**src/rtl/syzygy_adc_clk_supervisor.sv**
```systemverilog
// Per-channel MMCM supervisor: sequences MMCM reset, waits for lock with timeout
// and bounded retries, qualifies lock as stable, and counts lock losses.
module syzygy_adc_clk_supervisor #(
    parameter int NUM_CH              = 1,
    parameter int RESET_CYCLES        = 16,
    parameter int LOCK_TIMEOUT_CYCLES = 65536,
    parameter int LOCK_STABLE_CYCLES  = 1024,
    parameter int MAX_RETRIES         = 3,
    parameter int CNT_W               = 8
) (
    input  logic                    clk,
    input  logic                    reset_n,
    input  logic [NUM_CH-1:0]       mmcm_locked,
    input  logic [NUM_CH-1:0]       restart,
    output logic [NUM_CH-1:0]       mmcm_reset,
    output logic [NUM_CH-1:0]       clk_ready,
    output logic [NUM_CH-1:0]       fault,
    output logic [NUM_CH*CNT_W-1:0] loss_count
);

    localparam int CYC_MAX_A = (RESET_CYCLES > LOCK_TIMEOUT_CYCLES) ? RESET_CYCLES : LOCK_TIMEOUT_CYCLES;
    localparam int CYC_MAX   = (CYC_MAX_A > LOCK_STABLE_CYCLES) ? CYC_MAX_A : LOCK_STABLE_CYCLES;
    localparam int CYC_W     = (CYC_MAX > 1) ? $clog2(CYC_MAX) : 1;
    localparam int RTY_W     = (MAX_RETRIES > 0) ? $clog2(MAX_RETRIES + 1) : 1;

    localparam logic [CYC_W-1:0] RST_LAST = CYC_W'(RESET_CYCLES - 1);
    localparam logic [CYC_W-1:0] TO_LAST  = CYC_W'(LOCK_TIMEOUT_CYCLES - 1);
    localparam logic [CYC_W-1:0] STB_LAST = CYC_W'(LOCK_STABLE_CYCLES - 1);
    localparam logic [RTY_W-1:0] RTY_MAX  = RTY_W'(MAX_RETRIES);

    typedef enum logic [2:0] {
        ST_RST,
        ST_WAIT_LOCK,
        ST_STABLE,
        ST_READY,
        ST_FAULT
    } state_t;

    function automatic logic [CNT_W-1:0] sat_inc(input logic [CNT_W-1:0] v);
        return (v == {CNT_W{1'b1}}) ? v : v + CNT_W'(1);
    endfunction

    // Stage boundary: two-flop synchroniser for the asynchronous LOCKED inputs
    logic [NUM_CH-1:0] locked_p0;
    logic [NUM_CH-1:0] locked_p1;

    always_ff @(posedge clk or negedge reset_n) begin
        if (!reset_n) begin
            locked_p0 <= '0;
            locked_p1 <= '0;
        end else begin
            locked_p0 <= mmcm_locked;
            locked_p1 <= locked_p0;
        end
    end

    for (genvar i = 0; i < NUM_CH; i++) begin : g_ch
        state_t           state, state_nxt;
        logic [CYC_W-1:0] cnt, cnt_nxt;
        logic [RTY_W-1:0] retries, retries_nxt;
        logic [CNT_W-1:0] loss, loss_nxt;
        logic             locked_s;

        assign locked_s = locked_p1[i];

        always_ff @(posedge clk or negedge reset_n) begin
            if (!reset_n) begin
                state   <= ST_RST;
                cnt     <= '0;
                retries <= '0;
                loss    <= '0;
            end else begin
                state   <= state_nxt;
                cnt     <= cnt_nxt;
                retries <= retries_nxt;
                loss    <= loss_nxt;
            end
        end

        always_comb begin
            state_nxt   = state;
            cnt_nxt     = cnt;
            retries_nxt = retries;
            loss_nxt    = loss;
            // Restart outranks everything, including a coincident lock loss
            if (restart[i]) begin
                state_nxt   = ST_RST;
                cnt_nxt     = '0;
                retries_nxt = '0;
            end else begin
                case (state)
                    ST_RST: begin
                        if (cnt == RST_LAST) begin
                            state_nxt = ST_WAIT_LOCK;
                            cnt_nxt   = '0;
                        end else begin
                            cnt_nxt = cnt + CYC_W'(1);
                        end
                    end
                    ST_WAIT_LOCK: begin
                        if (locked_s) begin
                            state_nxt = ST_STABLE;
                            cnt_nxt   = '0;
                        end else if (cnt == TO_LAST) begin
                            cnt_nxt = '0;
                            if (retries == RTY_MAX) begin
                                state_nxt = ST_FAULT;
                            end else begin
                                state_nxt   = ST_RST;
                                retries_nxt = retries + RTY_W'(1);
                            end
                        end else begin
                            cnt_nxt = cnt + CYC_W'(1);
                        end
                    end
                    ST_STABLE: begin
                        if (!locked_s) begin
                            state_nxt = ST_WAIT_LOCK;
                            cnt_nxt   = '0;
                        end else if (cnt == STB_LAST) begin
                            state_nxt   = ST_READY;
                            cnt_nxt     = '0;
                            retries_nxt = '0;
                        end else begin
                            cnt_nxt = cnt + CYC_W'(1);
                        end
                    end
                    ST_READY: begin
                        if (!locked_s) begin
                            state_nxt   = ST_RST;
                            cnt_nxt     = '0;
                            retries_nxt = '0;
                            loss_nxt    = sat_inc(loss);
                        end
                    end
                    ST_FAULT: begin
                        state_nxt = ST_FAULT;
                    end
                    default: begin
                        state_nxt   = ST_RST;
                        cnt_nxt     = '0;
                        retries_nxt = '0;
                    end
                endcase
            end
        end

        assign mmcm_reset[i]                   = (state == ST_RST) || (state == ST_FAULT);
        assign clk_ready[i]                    = (state == ST_READY);
        assign fault[i]                        = (state == ST_FAULT);
        assign loss_count[i*CNT_W +: CNT_W]    = loss;
    end

endmodule

```
**config.mk**
```make
export PLATFORM = sky130hd
export DESIGN_NAME = syzygy_adc_clk_supervisor
export DESIGN_NICKNAME = d
export VERILOG_FILES = /design/src/rtl/syzygy_adc_clk_supervisor.sv
export SDC_FILE = /design/constraint.sdc
export NUM_CORES = 1
export LEC_CHECK = 0
export BUFFER_PORTS_ARGS = -buffer_cell sky130_fd_sc_hd__buf_4
export CAP_MARGIN = 20
export CORE_MARGIN = 3
export CORE_UTILIZATION = 40
export DETAILED_ROUTE_END_ITERATION = 10
export GPL_TIMING_DRIVEN = 0
export PLACE_DENSITY = 0.56
export REMOVE_ABC_BUFFERS = 1
export SLEW_MARGIN = 20
export SYNTH_ARGS = -nofsm -noshare
export SYNTH_HDL_FRONTEND = slang
export SYNTH_SLANG_ARGS = --single-unit
```
**constraint.sdc**
```tcl
create_clock -name clk -period 2.1 [get_ports clk]
set_input_delay 0.42 -clock clk [delete_from_list [all_inputs] [get_ports clk]]
set_output_delay 0.42 -clock clk [all_outputs]
set_load 0.01 [all_outputs]
```
==> flow_summary_export.csv, run 1 <==
group,metric,value,unit
critical_path,crit_path_start_kind,"register",
floorplan,die_area,5287,sq um
synth,synth_seq_area_share,0.4357,
critical_path,required,2320,ps
route,drtAntennaViolNets,0,
finish,layout.nets,218,
synth,synth_top_cell_by_area,"dfrtp_1",
synth,ys.flop_type,"dfrtp_1",
clock_network,cts.sinks,31,
sta,worst_pin_slew,448.6,ps
global_route,track_usage,0.1662,
sta,setup_viol,0,
sta,post-route-period-util,0.9400,
route,drc,0,
floorplan,io_pins,15,
synth,ys_ff_latch,31,
floorplan,design.core.area,4144,sq um
critical_path,r2r_end,"g_ch[0].retries[1]",
placed_design,gp_congestion,0.7926,
clock_network,root_buffer,"clkbuf_8",
global_route,antenna_found_initial,0,
route,firstDrtPassIters,4,
synth,synth-edff-count,0,
synth,yosys-top-cells-area,"dfrtp_1 44%, nand2_1 5.1%, nand4_1 3.9%",
floorplan,die_x,72.72,um
sta,rsz0062_at_grt,"false",
placed_design,portBuffers,14,
clock_network,htreeDepth,2,
critical_path,r2r_slack,130,ps
critical_path,ff2ff_path_depth,6,
global_route,grt_pass1_wl,6789,um
sta,final-hold-violation-count,0,
critical_path,endpoint,"g_ch[0].retries[1]",
synth,synthArstFlopShare,1.000,
finish,final_cells,262,
sta,slew_violations,0,
power_and_ir_drop,p_leak,0.8966,nW
power_and_ir_drop,power.density,645.2,nW/um^2
job,maxCapViolCount,0,
clock_network,cts_tree,"built",
placed_design,dp_cells,245,
finish,fin_area,2172,sq um
synth,synth.cell_area,1780,sq um
finish,layout_common_cells,"29 x dfrtp_1, 24 x nand2_1, 22 x buf_4",
global_route,grt_pass1_vias,1436,
critical_path,cp.arrival,2190,ps
run_status,outcome,"finished, final reports clean",
route,drt_iter0_drc,68,
sta,clock_skew,4.060,ps
route,vias,1486,
critical_path,cp_max_fo,7,
sta,max_slew_margin,0.7009,
floorplan,die-height,72.72,um
sta,max_freq,506.6,MHz
clock_network,insertion_delay,290,ps
placed_design,placed_area,1909,sq um
sta,period_minus_slack,1974,ps
route,routedWlPerCell,15.24,um
floorplan,rows,23,
finish,area_growth,22.00,%
synth,synth_cells,189,
critical_path,crit_type,"register to register",
finish,antenna_cells,0,
clock_network,path_clk_slew,70,ps
placed_design,hpwl,2573,um
synth,ys_types,52,
route,drt-total-wl,3992,um
clock_network,cts_buffer_depth,2,
clock_network,cts_buffers,5,
floorplan,initial_core_util,0.4296,
worst_hold_path,hold_class,"input pin to asynchronous set/reset pin",
global_route,overflow,0,
critical_path,reg2reg_from,"g_ch[0].cnt[10]",
synth,synth_top_area_share,0.4357,
global_route,grt_max_degree,32,
synth,syn_avg_cell_area,9.420,sq um
critical_path,crit_start,"g_ch[0].cnt[10]",
synth,yosysWarnings,0,
route,drt-vias-per-instance,5.672,
finish,drive_above_1_share,0.2594,
critical_path,critPathCaptureType,"register",
power_and_ir_drop,ir_drop,0.0006301,V
finish,mostFrequentLayoutCell,"dfrtp_1",
[critical path, cell delays in order (launching register included)]
cell,delay [ps]
dfrtp_1,460
nor4_2,380
nand4_2,210
o21bai_1,170
nand4b_1,190
or3_1,360
a21oi_2,140
[area by class of cell]
class,instances,area [sq um]
fill,387,1972
multi-input combinational,141,1011
sequential,31,778.2
timing repair buffer,22,165.2
clock buffer,6,82.58
tap,50,62.56
inverter,10,37.54
clock inverter,2,35.03
[cell families (layout without fill, tap and decap cells)]
logic type      after synthesis  count (layout)  share of synthesized area
mux                           2               2                    0.01195
flops                        31              31                     0.4357
xor+xnor                      8               8                    0.03936
compound gates               37              38                     0.1483
simple gates                 90              90                     0.2951
fa+ha+maj                     3               3                    0.02108
buf+inv                      18              40                    0.04849
[through the flow]
stage	hold WS, ps	setup TNS [ps]	utilization	setup slack [ps]	power, mW
2_1_floorplan	124.4	-8.746	-	-8.746	0.7140
6_report	56.33	0	0.5242	126.1	1.401
4_1_cts	72.57	0	0.5021	23.15	1.403
3_3_place_gp	343.6	-6328	0.4583	-523.0	0.7588
5_1_grt	92.88	0	0.5242	23.95	1.460
3_5_place_dp	341.8	-1998	0.4607	-194.6	0.7649
[flip-flops by register name, summed over array words and instances (netlist names)]
register / flops
locked_p0: 1
loss_count: 8
g_ch.retries: 2
g_ch.state: 3
g_ch.cnt: 16
g_ch.locked_s: 1
[cells in the mapped netlist, drive strengths merged (2+ instances only)]
| master | instances |
|---|---|
| a21oi | 11 |
| a31o | 2 |
| a31oi | 3 |
| and2 | 3 |
| and3 | 2 |
| buf | 8 |
| dfrtp | 31 |
| ha | 3 |
| inv | 10 |
| nand2 | 24 |
| nand3 | 12 |
| nand3b | 2 |
| nand4 | 12 |
| nand4b | 2 |
| nor2 | 11 |
| nor3 | 4 |
| nor4 | 3 |
| o21ai | 7 |
| o21bai | 2 |
| o311ai | 4 |
| o31ai | 2 |
| or3 | 7 |
| xnor2 | 5 |
| xor2 | 3 |
[metal layers]
metal  vias to the layer above  GRT usage  share of wire
met5                         -          0              0
li1                        735          -              -
met2                        26     0.2375           0.45
met1                       713     0.2306           0.48
met3                        12    0.04408          0.040
met4                         0    0.08402          0.029
[report_power, final]
part           internal [mW]  switching (mW)
combinational         0.0598          0.0820
clock                  0.384           0.232
sequential             0.614          0.0300
[repair_timing]
action	in CTS	in global routing
gates cloned	1	0
setup endpoints to repair	18	16
gates resized for setup	6	8
hold buffers	0	0
buffers inserted	2	6
pin swaps	2	5
[worst min-delay path by stage]
| stage | startpoint | to | slack [ps] | cells after the start |
|---|---|---|---|---|
| 2_1_floorplan | reset_n | g_ch[0].cnt[0] | 120 | 0 |
| 3_3_place_gp | locked_p0 | g_ch[0].locked_s | 340 | 0 |
| 3_5_place_dp | locked_p0 | g_ch[0].locked_s | 340 | 0 |
| 4_1_cts | reset_n | g_ch[0].state[2] | 70 | 1 |
| 5_1_grt | reset_n | g_ch[0].state[2] | 90 | 1 |
| 6_report | reset_n | g_ch[0].retries[1] | 60 | 1 |
Power figures use the tool's default switching activity.
==> run 2: changes to the inputs <==
- BUFFER_PORTS_ARGS: -buffer_cell sky130_fd_sc_hd__buf_4 -> -buffer_cell sky130_fd_sc_hd__buf_2
==> run 2 against run 1 <==
Fmax decreased by 2.6%. Largest cell class unchanged. Register-to-register slack lost 50 ps. Hold slack gained 120 ps. Combinational power up 13%. Die area stayed put. Sequential power decreased by 0.9%. Setup slack got worse by 53 ps. Global-route usage shrank 0.39 points. Critical path type unchanged.
==> flow_summary_export.csv, run 2 (synthesis gave the netlist of run 1 again) <==
group,metric,value,unit
sta,rsz0062_at_grt,"true",
route,drt-total-wl,4075,um
global_route,grt_pass1_wl,6534,um
power_and_ir_drop,ir_drop,0.0003495,V
clock_network,cts_buffers,5,
placed_design,place_ws,-188.7,ps
finish,layout.nets,216,
clock_network,cts.sinks,31,
finish,drive_above_1_share,0.2619,
clock_network,htreeDepth,2,
finish,utilization,0.5154,
sta,period_minus_slack,2027,ps
floorplan,initial_core_util,0.4296,
finish,layout_common_cells,"29 x dfrtp_1, 24 x nand2_1, 14 x buf_2",
sta,postLayoutSetupSlackWorst,72.99,ps
critical_path,reg2reg_from,"g_ch[0].cnt[1]",
floorplan,rows,23,
route,firstDrtPassIters,4,
critical_path,cp_num_buf_inv,1,
finish,nFillCells,399,
clock_network,insertion_delay,290,ps
sta,clock_skew,7.169,ps
global_route,grt_max_degree,32,
global_route,grt_pass1_vias,1379,
critical_path,ff2ff_path_depth,7,
global_route,use_met1,0.2134,
job,maxCapViolCount,0,
finish,largest_register_ffs,16,
finish,final_cells,260,
critical_path,r2r_end,"g_ch[0].cnt[11]",
clock_network,path_clk_slew,70,ps
floorplan,io_pins,15,
global_route,overflow,0,
sta,post-route-period-util,0.9652,
critical_path,crit_path_start_kind,"register",
route,drc,0,
placed_design,portBuffers,14,
floorplan,design.core.area,4144,sq um
finish,area_growth,19.96,%
placed_design,hpwl,2689,um
critical_path,critical_path_depth,7,
route,drt_iter0_drc,92,
finish,antenna_cells,0,
critical_path,cpPeakStageDelay,410,ps
global_route,use_met3,0.03994,
global_route,track_usage,0.1622,
global_route,use_met2,0.2515,
clock_network,cts_tree,"built",
critical_path,cp.arrival,2210,ps
critical_path,cp_cell_sequence,"ha_2 > and3_4 > nand4_1 > nand3b_1 > buf_4 > a31o_4 > o311ai_1",
critical_path,r2r_slack,70,ps
floorplan,die-height,72.72,um
finish,regMostFlops,"g_ch.cnt",
placed_design,placed_area,1874,sq um
floorplan,die_x,72.72,um
critical_path,crit_family,"simple AND/OR/NAND/NOR gates",
clock_network,root_buffer,"clkbuf_8",
placed_design,dp_cells,245,
sta,final-hold-violation-count,0,
clock_network,cts_buffer_depth,2,
placed_design,gp_congestion,0.8540,
global_route,busiest_layer,"met2",
finish,mostFrequentLayoutCell,"dfrtp_1",
sta,worst_pin_slew,698.8,ps
power_and_ir_drop,p_leak,0.8947,nW
floorplan,die_area,5287,sq um
route,vias,1486,
critical_path,cp_max_fo,6,
critical_path,critPathCaptureType,"register",
route,drt-vias-per-instance,5.715,
run_status,outcome,"finished, final reports clean",
global_route,antenna_found_initial,0,
sta,tns,0,ps
power_and_ir_drop,power.density,659.4,nW/um^2
finish,fin_area,2136,sq um
clock_network,holdBufCountCts,0,
worst_hold_path,hold_class,"input pin to asynchronous set/reset pin",
sta,slew_violations,0,
critical_path,crit_type,"register to register",
route,routedWlPerCell,15.67,um
route,drtAntennaViolNets,0,
sta,setup_viol,0,
sta,max_freq,493.3,MHz
critical_path,cpMaxStageDelayCell,"dfrtp_1",
sta,max_slew_margin,0.5341,
critical_path,required,2280,ps
run 2: timing repair:
item                                   4_1_cts  5_1_grt
buffers inserted                             2        4
resized for setup                            7       10
pin swaps                                    1        4
endpoints found under the hold margin        0        0
cloned                                       1        0
setup endpoints to repair                   18       16
run 2: power by group:
part	internal [mW]	total [mW]	switching [mW]
clock network	0.384	0.611	0.227
registers	0.613	0.638	0.0250
logic	0.0700	0.160	0.0895
total	1.07	1.41	0.342
run 2: final cells by class:
type | count | area (sq um) | area share
Multi-Input combinational cell | 141 | 1025 | 0.4798
Inverter | 10 | 37.54 | 0.01757
Clock inverter | 2 | 35.03 | 0.01640
Clock buffer | 6 | 82.58 | 0.03866
Tap cell | 50 | 62.56 | 0.02929
Timing Repair Buffer | 20 | 115.1 | 0.05390
Sequential cell | 31 | 778.2 | 0.3644
run 2: through the flow:
step / power, mW / hold slack (ps)
5_1_grt: 1.476 / 224.9
2_1_floorplan: 0.7140 / 124.4
3_3_place_gp: 0.7536 / 340.3
6_report: 1.408 / 176.9
3_5_place_dp: 0.7629 / 341.8
4_1_cts: 1.400 / 203.7
run 2: how the worst max path moves through the flow:
stage | startpoint | endpoint | slack [ps]
floorplan | g_ch[0].cnt[0] | g_ch[0].cnt[2] | -9
global placement | g_ch[0].cnt[0] | g_ch[0].cnt[2] | -520
detailed placement | g_ch[0].cnt[0] | g_ch[0].cnt[2] | -190
CTS | g_ch[0].cnt[0] | g_ch[0].cnt[7] | 20
global route | g_ch[0].cnt[1] | g_ch[0].cnt[2] | -30
finish | g_ch[0].cnt[1] | g_ch[0].cnt[11] | 70
run 2: metal layers:
metal	vias up	part of all wire	wire length, um
met2	26	0.47	1896
met5	-	0	0
li1	732	-	-
met3	9	0.039	158
met4	0	0.017	71
met1	719	0.48	1949
==> run 3: changes to the inputs <==
- BUFFER_PORTS_ARGS: -buffer_cell sky130_fd_sc_hd__buf_2 -> unset
- DONT_BUFFER_PORTS: unset -> 1
- PLACE_DENSITY: 0.56 -> 0.53
==> run 3 against run 2 <==
Final area is 0.94% lower. Highest routed layer unchanged. Total power is 9.2% lower. Setup slack worse by 19 ps.
==> flow_summary_export.csv, run 3 (synthesis gave the netlist of run 1 again) <==
group,metric,value,unit
placed_design,gp_congestion,0.8042,
sta,post-route-period-util,0.9745,
floorplan,initial_core_util,0.4296,
critical_path,crit_path_start_kind,"register",
global_route,antenna_found_initial,0,
placed_design,hpwl,2563,um
finish,antenna_cells,0,
job,maxCapViolCount,0,
power_and_ir_drop,internal_power,0.9542,mW
finish,largest_register_ffs,16,
worst_hold_path,holdPathEnd,"locked_p0",
route,vias,1464,
power_and_ir_drop,pwr-share-seq,0.500,
floorplan,io_pins,15,
floorplan,die_x,72.72,um
power_and_ir_drop,p_comb_frac,0.132,
finish,regArea,779.5,sq um
run_status,outcome,"finished, final reports clean",
critical_path,cp_num_buf_inv,0,
critical_path,critPathCaptureType,"register",
critical_path,cp_max_fo,6,
sta,final-hold-violation-count,0,
finish,multiInputGateArea,1026,sq um
global_route,grt_pass1_wl,6796,um
critical_path,reg2reg_from,"g_ch[0].cnt[0]",
finish,mostFrequentLayoutCell,"dfrtp_1",
clock_network,cts_buffer_depth,2,
route,drc,0,
sta,period_minus_slack,2046,ps
route,drtAntennaViolNets,0,
floorplan,die_area,5287,sq um
sta,max_slew_margin,0.6864,
route,firstDrtPassIters,4,
route,drt-vias-per-instance,5.856,
finish,drive_above_1_share,0.2300,
critical_path,cpMaxStageDelayCell,"dfrtp_1",
route,drt-total-wl,3940,um
power_and_ir_drop,p_leak,0.8441,nW
sta,max_freq,488.7,MHz
placed_design,portBuffers,0,
power_and_ir_drop,power.density,604.5,nW/um^2
global_route,track_usage,0.1645,
floorplan,design.core.area,4144,sq um
power_and_ir_drop,sw_frac_of_total,0.2539,
finish,regMostFlops,"g_ch.cnt",
global_route,grt_pass1_vias,1405,
clock_network,cts_buffers,5,
clock_network,root_buffer,"clkbuf_8",
critical_path,ff2ff_path_depth,7,
floorplan,rows,23,
worst_hold_path,hold_class,"input pin to register",
clock_network,insertion_delay,280,ps
worst_hold_path,hold_depth,0,
route,routedWlPerCell,15.76,um
route,drt_iter0_drc,95,
clock_network,cts_tree,"built",
critical_path,cp.arrival,2240,ps
global_route,overflow,0,
finish,area_growth,18.83,%
critical_path,r2r_end,"g_ch[0].cnt[3]",
power_and_ir_drop,p_sw,0.3247,mW
sta,worst_pin_slew,469.3,ps
critical_path,crit_family,"simple AND/OR/NAND/NOR gates",
power_and_ir_drop,ir_drop,0.0003145,V
critical_path,cpPeakStageDelay,410,ps
finish,layout.nets,207,
floorplan,die-height,72.72,um
clock_network,htreeDepth,2,
sta,tns,0,ps
clock_network,cts.sinks,31,
critical_path,required,2290,ps
worst_hold_path,min_from,"mmcm_locked",
clock_network,path_clk_slew,60,ps
sta,holdWs,168.1,ps
critical_path,cp_cell_sequence,"ha_2 > and3_4 > nand4_1 > nand3b_1 > a31o_4 > or3_1 > o21ai_1",
critical_path,r2r_slack,50,ps
finish,layout_common_cells,"28 x dfrtp_1, 24 x nand2_1, 11 x nand4_1, 11 x nand3_1, 10 x inv_1",
finish,nFillCells,402,
sta,setup_viol,0,
sta,clock_skew,11.33,ps
critical_path,crit_type,"register to register",
sta,slew_violations,0,
global_route,grt_max_degree,32,
power_and_ir_drop,clkPwrFrac,0.368,
==> run 3: cell count changes in the layout (fill, tap and decap cells not counted), moves of 2 or more <==
cell    before  now
buf_12       0    3
buf_2       14    0
a31o_4       3    1
a31o_2       0    2
==> run 3: layer usage <==
metal / part of all wire / vias up / GRT usage
met5: 0 / - / 0
met4: 0.0056 / 0 / 0.05533
met3: 0.051 / 2 / 0.04959
met2: 0.46 / 32 / 0.2525
met1: 0.48 / 715 / 0.2212
li1: - / 715 / -
==> run 3: power groups by stage <==
stage                     Sequential [mW]  Combinational [mW]  Clock, mW
after floorplan                     0.644              0.0699          0
after global placement              0.649              0.0871          0
after detailed placement            0.650              0.0881          0
after CTS                           0.639               0.137      0.489
after global routing                0.641               0.188      0.514
final                               0.639               0.169      0.471
==> run 3: how the worst max path moves through the flow <==
stage                          start                 end  cells after the start  slack (ps)
global placement    g_ch[0].state[0]     g_ch[0].cnt[12]                      6        -520
finish                g_ch[0].cnt[0]      g_ch[0].cnt[3]                      7          50
CTS                   g_ch[0].cnt[0]  g_ch[0].retries[1]                      7           8
detailed placement    g_ch[0].cnt[0]      g_ch[0].cnt[3]                      7        -190
global route          g_ch[0].cnt[1]      g_ch[0].cnt[3]                      7         -10
floorplan             g_ch[0].cnt[0]      g_ch[0].cnt[2]                      7          -9
==> run 3: timing repair <==
| action | CTS | global route |
|---|---|---|
| buffers inserted | 2 | 7 |
| setup endpoints to repair | 18 | 17 |
| cloned | 1 | 0 |
| endpoints found under the hold margin | 31 | 0 |
| hold buffers | 2 | 0 |
| pin swaps | 0 | 6 |
| gates resized for setup | 8 | 10 |
==> run 3: metrics by stage <==
| stage | setup slack (ps) | util | instance area (sq um) | cells | total power, mW |
|---|---|---|---|---|---|
| final | 53.62 | 0.5106 | 2116 | 250 | 1.279 |
| after detailed placement | -193.8 | 0.4354 | 1804 | 231 | 0.7380 |
| after floorplan | -8.746 | - | 1732 | 181 | 0.7140 |
| after global placement | -518.6 | 0.4330 | 1794 | 231 | 0.7361 |
| after CTS | 7.601 | 0.4822 | 1998 | 243 | 1.266 |
| after global routing | -11.51 | 0.5106 | 2116 | 250 | 1.343 |
==> run 3: layout make-up <==
type / count / area share
Inverter: 10 / 0.01774
Tap cell: 50 / 0.02957
Timing Repair Buffer: 11 / 0.05795
Clock buffer: 6 / 0.03903
Sequential cell: 31 / 0.3684
Multi-Input combinational cell: 141 / 0.4849
Clock inverter: 1 / 0.002365
